### src/rtl/mux_5in1_rr_arb.sv
// mux_5in1_rr_arb: round-robin arbiter sharing one registered 5:1 mux behind a valid/ready port
// Ports: i_clk, i_rst_n (sync, active-low), i_req[4:0], i_dat0..i_dat4, i_ready in;
//        o_valid, o_dat, o_sel, o_grant, o_ack (comb), o_timeout out.
// MUX_ARB_TIMEOUT_EN adds the stall counter and o_timeout; without it GRANT waits forever.
module mux_5in1_rr_arb #(
  parameter int WIDTH = 8,
  parameter int TIMEOUT = 16
) (
  input  logic             i_clk,
  input  logic             i_rst_n,
  input  logic [4:0]       i_req,
  input  logic [WIDTH-1:0] i_dat0,
  input  logic [WIDTH-1:0] i_dat1,
  input  logic [WIDTH-1:0] i_dat2,
  input  logic [WIDTH-1:0] i_dat3,
  input  logic [WIDTH-1:0] i_dat4,
  input  logic             i_ready,
  output logic             o_valid,
  output logic [WIDTH-1:0] o_dat,
  output logic [2:0]       o_sel,
  output logic [4:0]       o_grant,
  output logic [4:0]       o_ack
`ifdef MUX_ARB_TIMEOUT_EN
  ,
  output logic             o_timeout
`endif
);
  typedef enum logic {IDLE, GRANT} state_t;
  state_t state, state_n;
  logic [2:0] ptr, ptr_n, sel_n, win;
  logic [WIDTH-1:0] dat_n;
  logic [WIDTH-1:0] dat [5];
  logic found, go, hs, drop;
  function automatic logic [2:0] nxt(input logic [2:0] p, input int d);
    return 3'((int'(p) + d) % 5);
  endfunction
  assign dat = '{i_dat0, i_dat1, i_dat2, i_dat3, i_dat4};
  assign o_valid = state == GRANT;
  assign o_grant = o_valid ? 5'b1 << o_sel : 5'b0;
  assign hs = o_valid & i_ready;
  assign o_ack = o_grant & {5{hs}};
  assign go = state == IDLE && found;
`ifdef MUX_ARB_TIMEOUT_EN
  localparam int CW = $clog2(TIMEOUT + 1);
  logic [CW-1:0] stall;
  logic revoke;
  // the edge that would bring the stall count to TIMEOUT revokes instead
  assign revoke = o_valid && !i_ready && stall == CW'(TIMEOUT - 1);
  assign drop = hs | revoke;
  always_ff @(posedge i_clk)
    if (!i_rst_n) begin
      stall <= '0;
      o_timeout <= 1'b0;
    end else begin
      stall <= go ? '0 : (o_valid && !i_ready) ? stall + 1'b1 : stall;
      o_timeout <= revoke;
    end
`else
  assign drop = hs;
`endif
  // search starts just after the last winner, so it becomes lowest priority
  always_comb begin
    win = '0;
    found = 1'b0;
    for (int d = 1; d <= 5; d++)
      if (!found && i_req[nxt(ptr, d)]) begin
        win = nxt(ptr, d);
        found = 1'b1;
      end
  end
  always_comb begin
    state_n = go ? GRANT : drop ? IDLE : state;
    ptr_n = go ? win : ptr;
    sel_n = go ? win : o_sel;
    dat_n = go ? dat[win] : o_dat;
  end
  always_ff @(posedge i_clk)
    if (!i_rst_n) begin
      state <= IDLE;
      ptr <= 3'd4;
      o_sel <= '0;
      o_dat <= '0;
    end else begin
      state <= state_n;
      ptr <= ptr_n;
      o_sel <= sel_n;
      o_dat <= dat_n;
    end
endmodule

### config.mk
export PLATFORM = sky130hd
export DESIGN_NAME = mux_5in1_rr_arb
export DESIGN_NICKNAME = d
export VERILOG_FILES = /design/src/rtl/mux_5in1_rr_arb.sv
export SDC_FILE = /design/constraint.sdc
export NUM_CORES = 1
export LEC_CHECK = 0
export BUFFER_PORTS_ARGS = -buffer_cell sky130_fd_sc_hd__buf_2
export CAP_MARGIN = 20
export CELL_PAD_IN_SITES_DETAIL_PLACEMENT = 1
export CELL_PAD_IN_SITES_GLOBAL_PLACEMENT = 1
export CORE_ASPECT_RATIO = 0.7
export CORE_UTILIZATION = 41
export DETAILED_ROUTE_END_ITERATION = 7
export GPL_ROUTABILITY_DRIVEN = 1
export GPL_TIMING_DRIVEN = 0
export PLACE_DENSITY = 0.79
export SETUP_SLACK_MARGIN = 0.2
export SLEW_MARGIN = 20
export SYNTH_ARGS = -nofsm -noshare
export SYNTH_HDL_FRONTEND = slang
export SYNTH_SLANG_ARGS = --single-unit
### constraint.sdc
create_clock -name i_clk -period 6.5 [get_ports i_clk]
set_input_delay 0.975 -clock i_clk [delete_from_list [all_inputs] [get_ports i_clk]]
set_output_delay 0.975 -clock i_clk [all_outputs]
set_load 0.005 [all_outputs]
==> results of run 1 <==
-- kinds of logic after synthesis --
family	share of synthesized area (%)
and+or+nand+nor	27.40
DFF	7.906
AOI/OAI and AO/OA	38.73
buffers and inverters	7.830
xor gates and xnor gates	2.851
muxes	6.157
adders and majority gates	9.122
-- layout make-up --
type / count / area [µm²] / share of cell area [%]
buffer: 37 / 198.9 / 4.959
inverter: 20 / 75.07 / 1.871
tap: 98 / 122.6 / 3.057
clock buffer: 4 / 78.83 / 1.965
multi-input combinational: 380 / 2939 / 73.27
timing repair buffer: 67 / 335.3 / 8.359
sequential: 13 / 261.5 / 6.519
-- registers in the layout (all words and copies together), names as in the netlist --
register  flops
ptr           1
o_sel         3
o_valid       1
o_dat         8
-- what timing repair did --
action / CTS / global route
cloned: 0 / 0
hold buffers: 0 / 0
setup endpoints to repair: 13 / 13
resized for setup: 10 / 29
-- routing by layer --
layer,GRT usage [%],vias up
met1,48.10,2085
met3,1.616,13
met4,6.757,0
li1,-,1908
met2,46.92,171
met5,0,-
-- path summary, 6_finish.rpt --
path / startpoint / to / cells past startpoint
worst max-delay path: o_sel[0] / o_dat[1] / 23
worst min-delay path: o_sel[2] / o_sel[2] / 2
worst max register to register: o_sel[0] / o_dat[1] / 23
worst min register to register: o_sel[2] / o_sel[2] / 2
-- cells in the final DEF, fill, tap and decap left out, types with 5 or more instances in the layout --
cell type  count
a21oi_1       25
nand2_1       37
dfxtp_1       12
clkbuf_1      11
o211ai_1      13
xnor2_1        6
or3_1         10
a32o_1         9
o21ai_0       21
nor2_1        11
and2_1         9
ha_1          24
a31oi_1       14
a211o_1       14
inv_1         17
buf_2         76
nor2b_1        5
a41oi_1        8
nand2b_1      13
nor3_1         7
nand3b_1      10
mux2i_1        9
and3_1        15
clkbuf_2       9
o21ai_1        9
nor3b_1        5
nand3_1        5
o22ai_1        5
-- per-stage QoR --
stage / TNS (ns) / instances / hold slack [ns] / setup WS [ns]
final: 0 / 619 / 0.4905 / 0.3531
after global routing: 0 / 619 / 0.5356 / 0.1929
after CTS: 0 / 619 / 0.4954 / 0.2081
after detailed placement: -5.690 / 615 / 0.4894 / -0.6635
after global placement: -4.197 / 615 / 0.4732 / -0.4921
after floorplan: 0 / 450 / 0.4725 / 1.249
-- critical path: stages, from the launching register on --
cell	delay, ns
dfxtp_2	0.41
clkbuf_4	0.26
buf_2	0.28
clkbuf_4	0.29
inv_1	0.12
ha_1	0.42
clkbuf_2	0.30
clkbuf_2	0.29
inv_1	0.21
ha_1	0.25
inv_1	0.05
ha_1	0.23
nor2b_2	0.25
o211ai_1	0.19
a31oi_1	0.31
o32ai_2	0.19
a2bb2oi_4	0.28
or4_1	0.15
buf_2	0.18
o211a_2	0.31
clkbuf_2	0.27
nand3b_1	0.10
a41oi_1	0.49
a31oi_1	0.15
==> summary.md, run 1 <==
| Metric | Value |
|---|---|
| Status | `finished, final reports clean` |
| Yosys top cell by area | `ha_1` |
| Final setup violation count | `0` |
| Ant diodes | `0` |
| Synthesis Warnings | `0` |
| Metal2 WL | `approximately 6 mm` |
| Max FO, Critical Path | `10` |
| WS Path Type | `reg -> reg` |
| Top-area cell type share of the netlist area | `a little under a tenth` |
| Max Fclk | `between 150 and 200 MHz` |
| # DRC | `0` |
| CTS tree | `yes` |
| TritonCTS Buffers | `3` |
| Root Driver | `clkbuf_16` |
| Hold/Removal Path Class | `reg -> reg` |
| Routed vias | `~4200` |
| Total GRT Usage | `between 30 and 40%` |
| FF+latch count, synth | `13` |
| Commonest cells post-synth | `nand2_1 (38), a21oi_1 (25), ha_1 (24)` |
| Leading register cell type out of synthesis | `dfxtp_1` |
| Syn avg cell area | `between 7 and 8 µm²` |
| Die area | `8397 µm²` |
| First DRT Iteration DRCs | `between 300 and 400` |
| Max cap viols | `0` |
| Fraction of registers with async set/reset | `0%` |
| Critical path capture point type | `flop` |
| Layout cell share with drive strength beyond 1 | `between 20% and 30%` |
| Clock Path Buffers | `2` |
| Post-CTS Setup Inserts | `0` |
| Wl on met1 | `between 6 and 7 mm` |
| Starting density of the core | `~44%` |
| RePlAce Congestion | `between 0.8 and 0.9` |
| Netlist cell types | `between 70 and 80` |
| TritonCTS Sinks | `13` |
| Post-DP HPWL | `roughly 10 mm` |
| Post-Route WL | `13.47 mm` |
| # fillers | `between 900 and 1000` |
| Final design area excluding fillers | `about 4000 µm²` |
| Post-DRT Antenna Nets | `0` |
| Post-Synthesis Cells | `between 400 and 500` |
| Routed wire per std cell | `~22 µm` |
| R2r setup slk | `0.35 ns` |
| Register area share after synthesis | `a little under 8%` |
| Post-synth EDFFs | `0` |
| Mapped cell area | `between 3000 and 4000 µm²` |
| Worst EP required | `6.61 ns` |
| Top layer in use | `met4` |
| Die width | `109.1 µm` |
| Largest net degree at the start of global routing | `12` |
| Clk Latency, worst-skew pair | `approximately 0.25 ns` |
| Worst slew pin tran | `roughly 0.66 ns` |
| Area growth syn-to-layout | `21.85%` |
| Most frequent cell after synthesis | `nand2_1` |
| Grt total ovfl | `0` |
| Final min period | `approximately 6.1 ns` |
| Post-synthesis net count | `522` |
| Number of I/O pins | `70` |
| First-pass GRT wire length | `between 20 and 25 mm` |
| Met3 WL | `around 900 µm` |
| Vias in the first global route | `4056` |
| Tcrit/Tclk final | `a little over nine tenths` |
| Die Height | `between 70 and 80 µm` |
| CP startpoint kind | `flop` |
| Fin util | `53.15%` |
| Final #Nets | `594` |
| Input/output buffers | `67` |
| Post-place instance area | `3750 µm²` |
| Worst Path Arrival | `about 6.3 ns` |
| DRT Pass-1 Iters | `5` |
| Final Skew | `roughly 0.0013 ns` |
| Via density | `between 6 and 7` |
| Largest cells by area after synthesis | `ha_1 (9.1%), dfxtp_1 (7.9%), nand2_1 (4.3%)` |
| Slew Viols, Final | `0` |
| CTS H-tree lvls | `1` |
| Core ar. | `7547 µm²` |
| RSZ-0062 raised after global routing | `no` |
| Worst-path clk slew | `roughly 0.040 ns` |
| Initial antenna violation count | `0` |
| Hold Fails Final Rpt | `0` |
| Num rows | `26` |
| Relative slew slack | `a little under three fifths` |
Power of run 1 is not shown: default switching activity piles up to over one toggle a cycle in this logic, so the estimate is an artifact.
==> inputs of run 2 (changes only) <==
PLACE_DENSITY = 0.85   (was 0.79)
==> summary.md, run 2 (synthesis gave the netlist of run 1 again) <==
| Metric | Value |
|---|---|
| Final design area excluding fillers | `3984 µm² (was 4011 µm²)` |
| Routed wire per std cell | `21.72 µm (was 21.77 µm)` |
| Final min period | `6.057 ns (was 6.147 ns)` |
| Finished Layout Cells | `621 (was 619)` |
| Routed vias | `4195 (was 4177)` |
| Hold path cells | `2 (unchanged)` |
| Largest regs | `o_dat (8), o_sel (3) (unchanged)` |
| CTS H-tree lvls | `1 (unchanged)` |
| Die area | `8397 µm² (unchanged)` |
| First DRT Iteration DRCs | `351 (was 344)` |
| TritonCTS Buffers | `3 (unchanged)` |
| Slew Viols, Final | `0 (unchanged)` |
| RR Startpoint | `o_sel[0] (unchanged)` |
| Placement Setup Slack | `-0.7026 ns (was -0.6635 ns)` |
| Grt total ovfl | `0 (unchanged)` |
| Commonest non-fill, non-tap cell in the layout | `buf_2 (unchanged)` |
| Final #Nets | `596 (was 594)` |
| Post-cts hold buffer count | `0 (unchanged)` |
| Ant diodes | `0 (unchanged)` |
| Starting density of the core | `43.62% (unchanged)` |
| Worst-path clk slew | `0.04 ns (about the same)` |
| Max Fclk | `165.1 MHz (was 162.7 MHz)` |
| Largest net degree at the start of global routing | `12 (unchanged)` |
| Final setup violation count | `0 (unchanged)` |
| Worst slew pin tran | `0.8360 ns (was 0.6602 ns)` |
| Layout cell share with drive strength beyond 1 | `25.24% (was 25.72%)` |
| Final worst slack | `0.4433 ns (was 0.3531 ns)` |
| Status | `finished, final reports clean (unchanged)` |
| Initial antenna violation count | `0 (unchanged)` |
| Total GRT Usage | `32.18% (was 31.30%)` |
| First-pass GRT wire length | `21.50 mm (was 20.73 mm)` |
| Relative slew slack | `43.93% (was 55.99%)` |
| Worst Path Arrival | `6.22 ns (was 6.26 ns)` |
| Crit path cell chain | `buf_2 > clkbuf_4 > clkbuf_4 > inv_1 > ha_1 > clkbuf_2 > clkbuf_2 > nand2_1 > ha_1 > nor3b_1 > a2bb2oi_1 > nor3_1 > a2111oi_2 > o32ai_4 > a2111o_1 > nor3_2 > or3_1 > clkbuf_1 > o211ai_1 > a31oi_1 (was clkbuf_4 > buf_2 > clkbuf_4 > inv_1 > ha_1 > clkbuf_2 > clkbuf_2 > inv_1 > ha_1 > inv_1 > ha_1 > nor2b_2 > o211ai_1 > a31oi_1 > o32ai_2 > a2bb2oi_4 > or4_1 > buf_2 > o211a_2 > clkbuf_2 > nand3b_1 > a41oi_1 > a31oi_1)` |
| Placed Cells | `615 (unchanged)` |
| Number of I/O pins | `70 (unchanged)` |
| RePlAce Congestion | `0.9383 (was 0.8767)` |
| Input/output buffers | `67 (unchanged)` |
| Clock Path Buffers | `2 (unchanged)` |
| Die Height | `76.97 µm (unchanged)` |
| Tcrit/Tclk final | `93.18% (was 94.57%)` |
| Largest register FFs | `8 (unchanged)` |
| Die width | `109.1 µm (unchanged)` |
| # DRC | `0 (unchanged)` |
| R2r setup slk | `0.44 ns (was 0.35 ns)` |
| Area growth syn-to-layout | `21.02% (was 21.85%)` |
| # fillers | `1005 (was 984)` |
| Post-DP HPWL | `10.38 mm (was 10.25 mm)` |
| Num rows | `26 (unchanged)` |
| Most frequent cells in the layout | `buf_2 (77), nand2_1 (38), a21oi_1 (25) (was buf_2 (76), nand2_1 (37), a21oi_1 (25))` |
| Min-delay src | `o_sel[2] (unchanged)` |
| WS Path Type | `reg -> reg (unchanged)` |
| RR Endpoint | `o_dat[3] (was o_dat[1])` |
| Critical path capture point type | `flop (unchanged)` |
| RSZ-0062 raised after global routing | `no (unchanged)` |
| Hold/Removal Path Class | `reg -> reg (unchanged)` |
| TritonCTS Sinks | `13 (unchanged)` |
| R2r worst-path depth | `20 (was 23)` |
| Via density | `6.755 (was 6.748)` |
| Hold Fails Final Rpt | `0 (unchanged)` |
| Root Driver | `clkbuf_16 (unchanged)` |
| Post-Route WL | `13.49 mm (was 13.47 mm)` |
| CTS tree | `yes (unchanged)` |
| Max FO, Critical Path | `10 (unchanged)` |
| Worst EP required | `6.66 ns (was 6.61 ns)` |
| Clk Latency, worst-skew pair | `0.25 ns (about the same)` |
| Vias in the first global route | `4099 (was 4056)` |
| Reg area | `261.5 µm² (unchanged)` |
| CP startpoint kind | `flop (unchanged)` |
| Setup_tns | `0 ns (unchanged)` |
| Multi-input logic area | `2899 µm² (was 2939 µm²)` |
| Post-DRT Antenna Nets | `0 (unchanged)` |
| Worst Hold End | `o_sel[2] (unchanged)` |
| Final Skew | `0.009125 ns (was 0.001309 ns)` |
| Core ar. | `7547 µm² (unchanged)` |
| DRT Pass-1 Iters | `5 (unchanged)` |
| Max cap viols | `0 (unchanged)` |
| Post-place instance area | `3750 µm² (unchanged)` |
| CP max stage delay | `0.49 ns (about the same)` |
| Biggest register | `o_dat (unchanged)` |
| Slowest stage cell, crit path | `a2111oi_2 (was a41oi_1)` |
==> run 2: area by class of cell <==
type / count / area share, %
plain buffers: 37 / 4.931
clock buffers: 4 / 1.979
inverters: 20 / 1.884
multi-input cells: 380 / 72.77
flip-flops and latches: 13 / 6.564
well taps: 98 / 3.078
repair buffers: 69 / 8.794
==> run 2: worst max path at each step <==
| stage | startpoint | end | slack, ns |
|---|---|---|---|
| after floorplan | o_sel[0] | o_dat[4] | 1.25 |
| after CTS | o_sel[0] | ptr[2] | 0.20 |
| after global placement | o_sel[0] | o_dat[3] | -0.46 |
| final | o_sel[0] | o_dat[3] | 0.44 |
| after detailed placement | o_sel[0] | o_dat[1] | -0.70 |
| after global routing | o_sel[0] | o_dat[4] | 0.21 |
==> run 2: repair_timing <==
item / in CTS / in global routing
buffers inserted: 0 / 2
resized for setup: 13 / 17
setup endpoints to repair: 13 / 12
pin swaps: 0 / 2
==> run 2: worst max-delay path: cells and delay by family (launching register included) <==
| kind | cells | cell delay, ns |
|---|---|---|
| flops | 1 | 0.43 |
| compound gates | 6 | 1.95 |
| simple gates | 5 | 0.95 |
| buf+inv | 7 | 1.92 |
| fa+ha+maj | 2 | 0.72 |
==> run 2: routing by layer <==
metal	share of wire (%)	wire [µm]	GRT usage [%]
met1	45	6087	48.88
met4	1.1	146	4.459
met5	0	0	0
met2	44	5921	48.05
met3	9.9	1333	4.422
==> run 2: stage by stage <==
step	util, %	hold slack (ns)
global placement	49.69	0.4761
CTS	51.38	0.5045
global route	52.79	0.5486
finish	52.79	0.4969
floorplan	-	0.4725
detailed placement	49.69	0.4986
Power of run 2 is left out for the same reason.
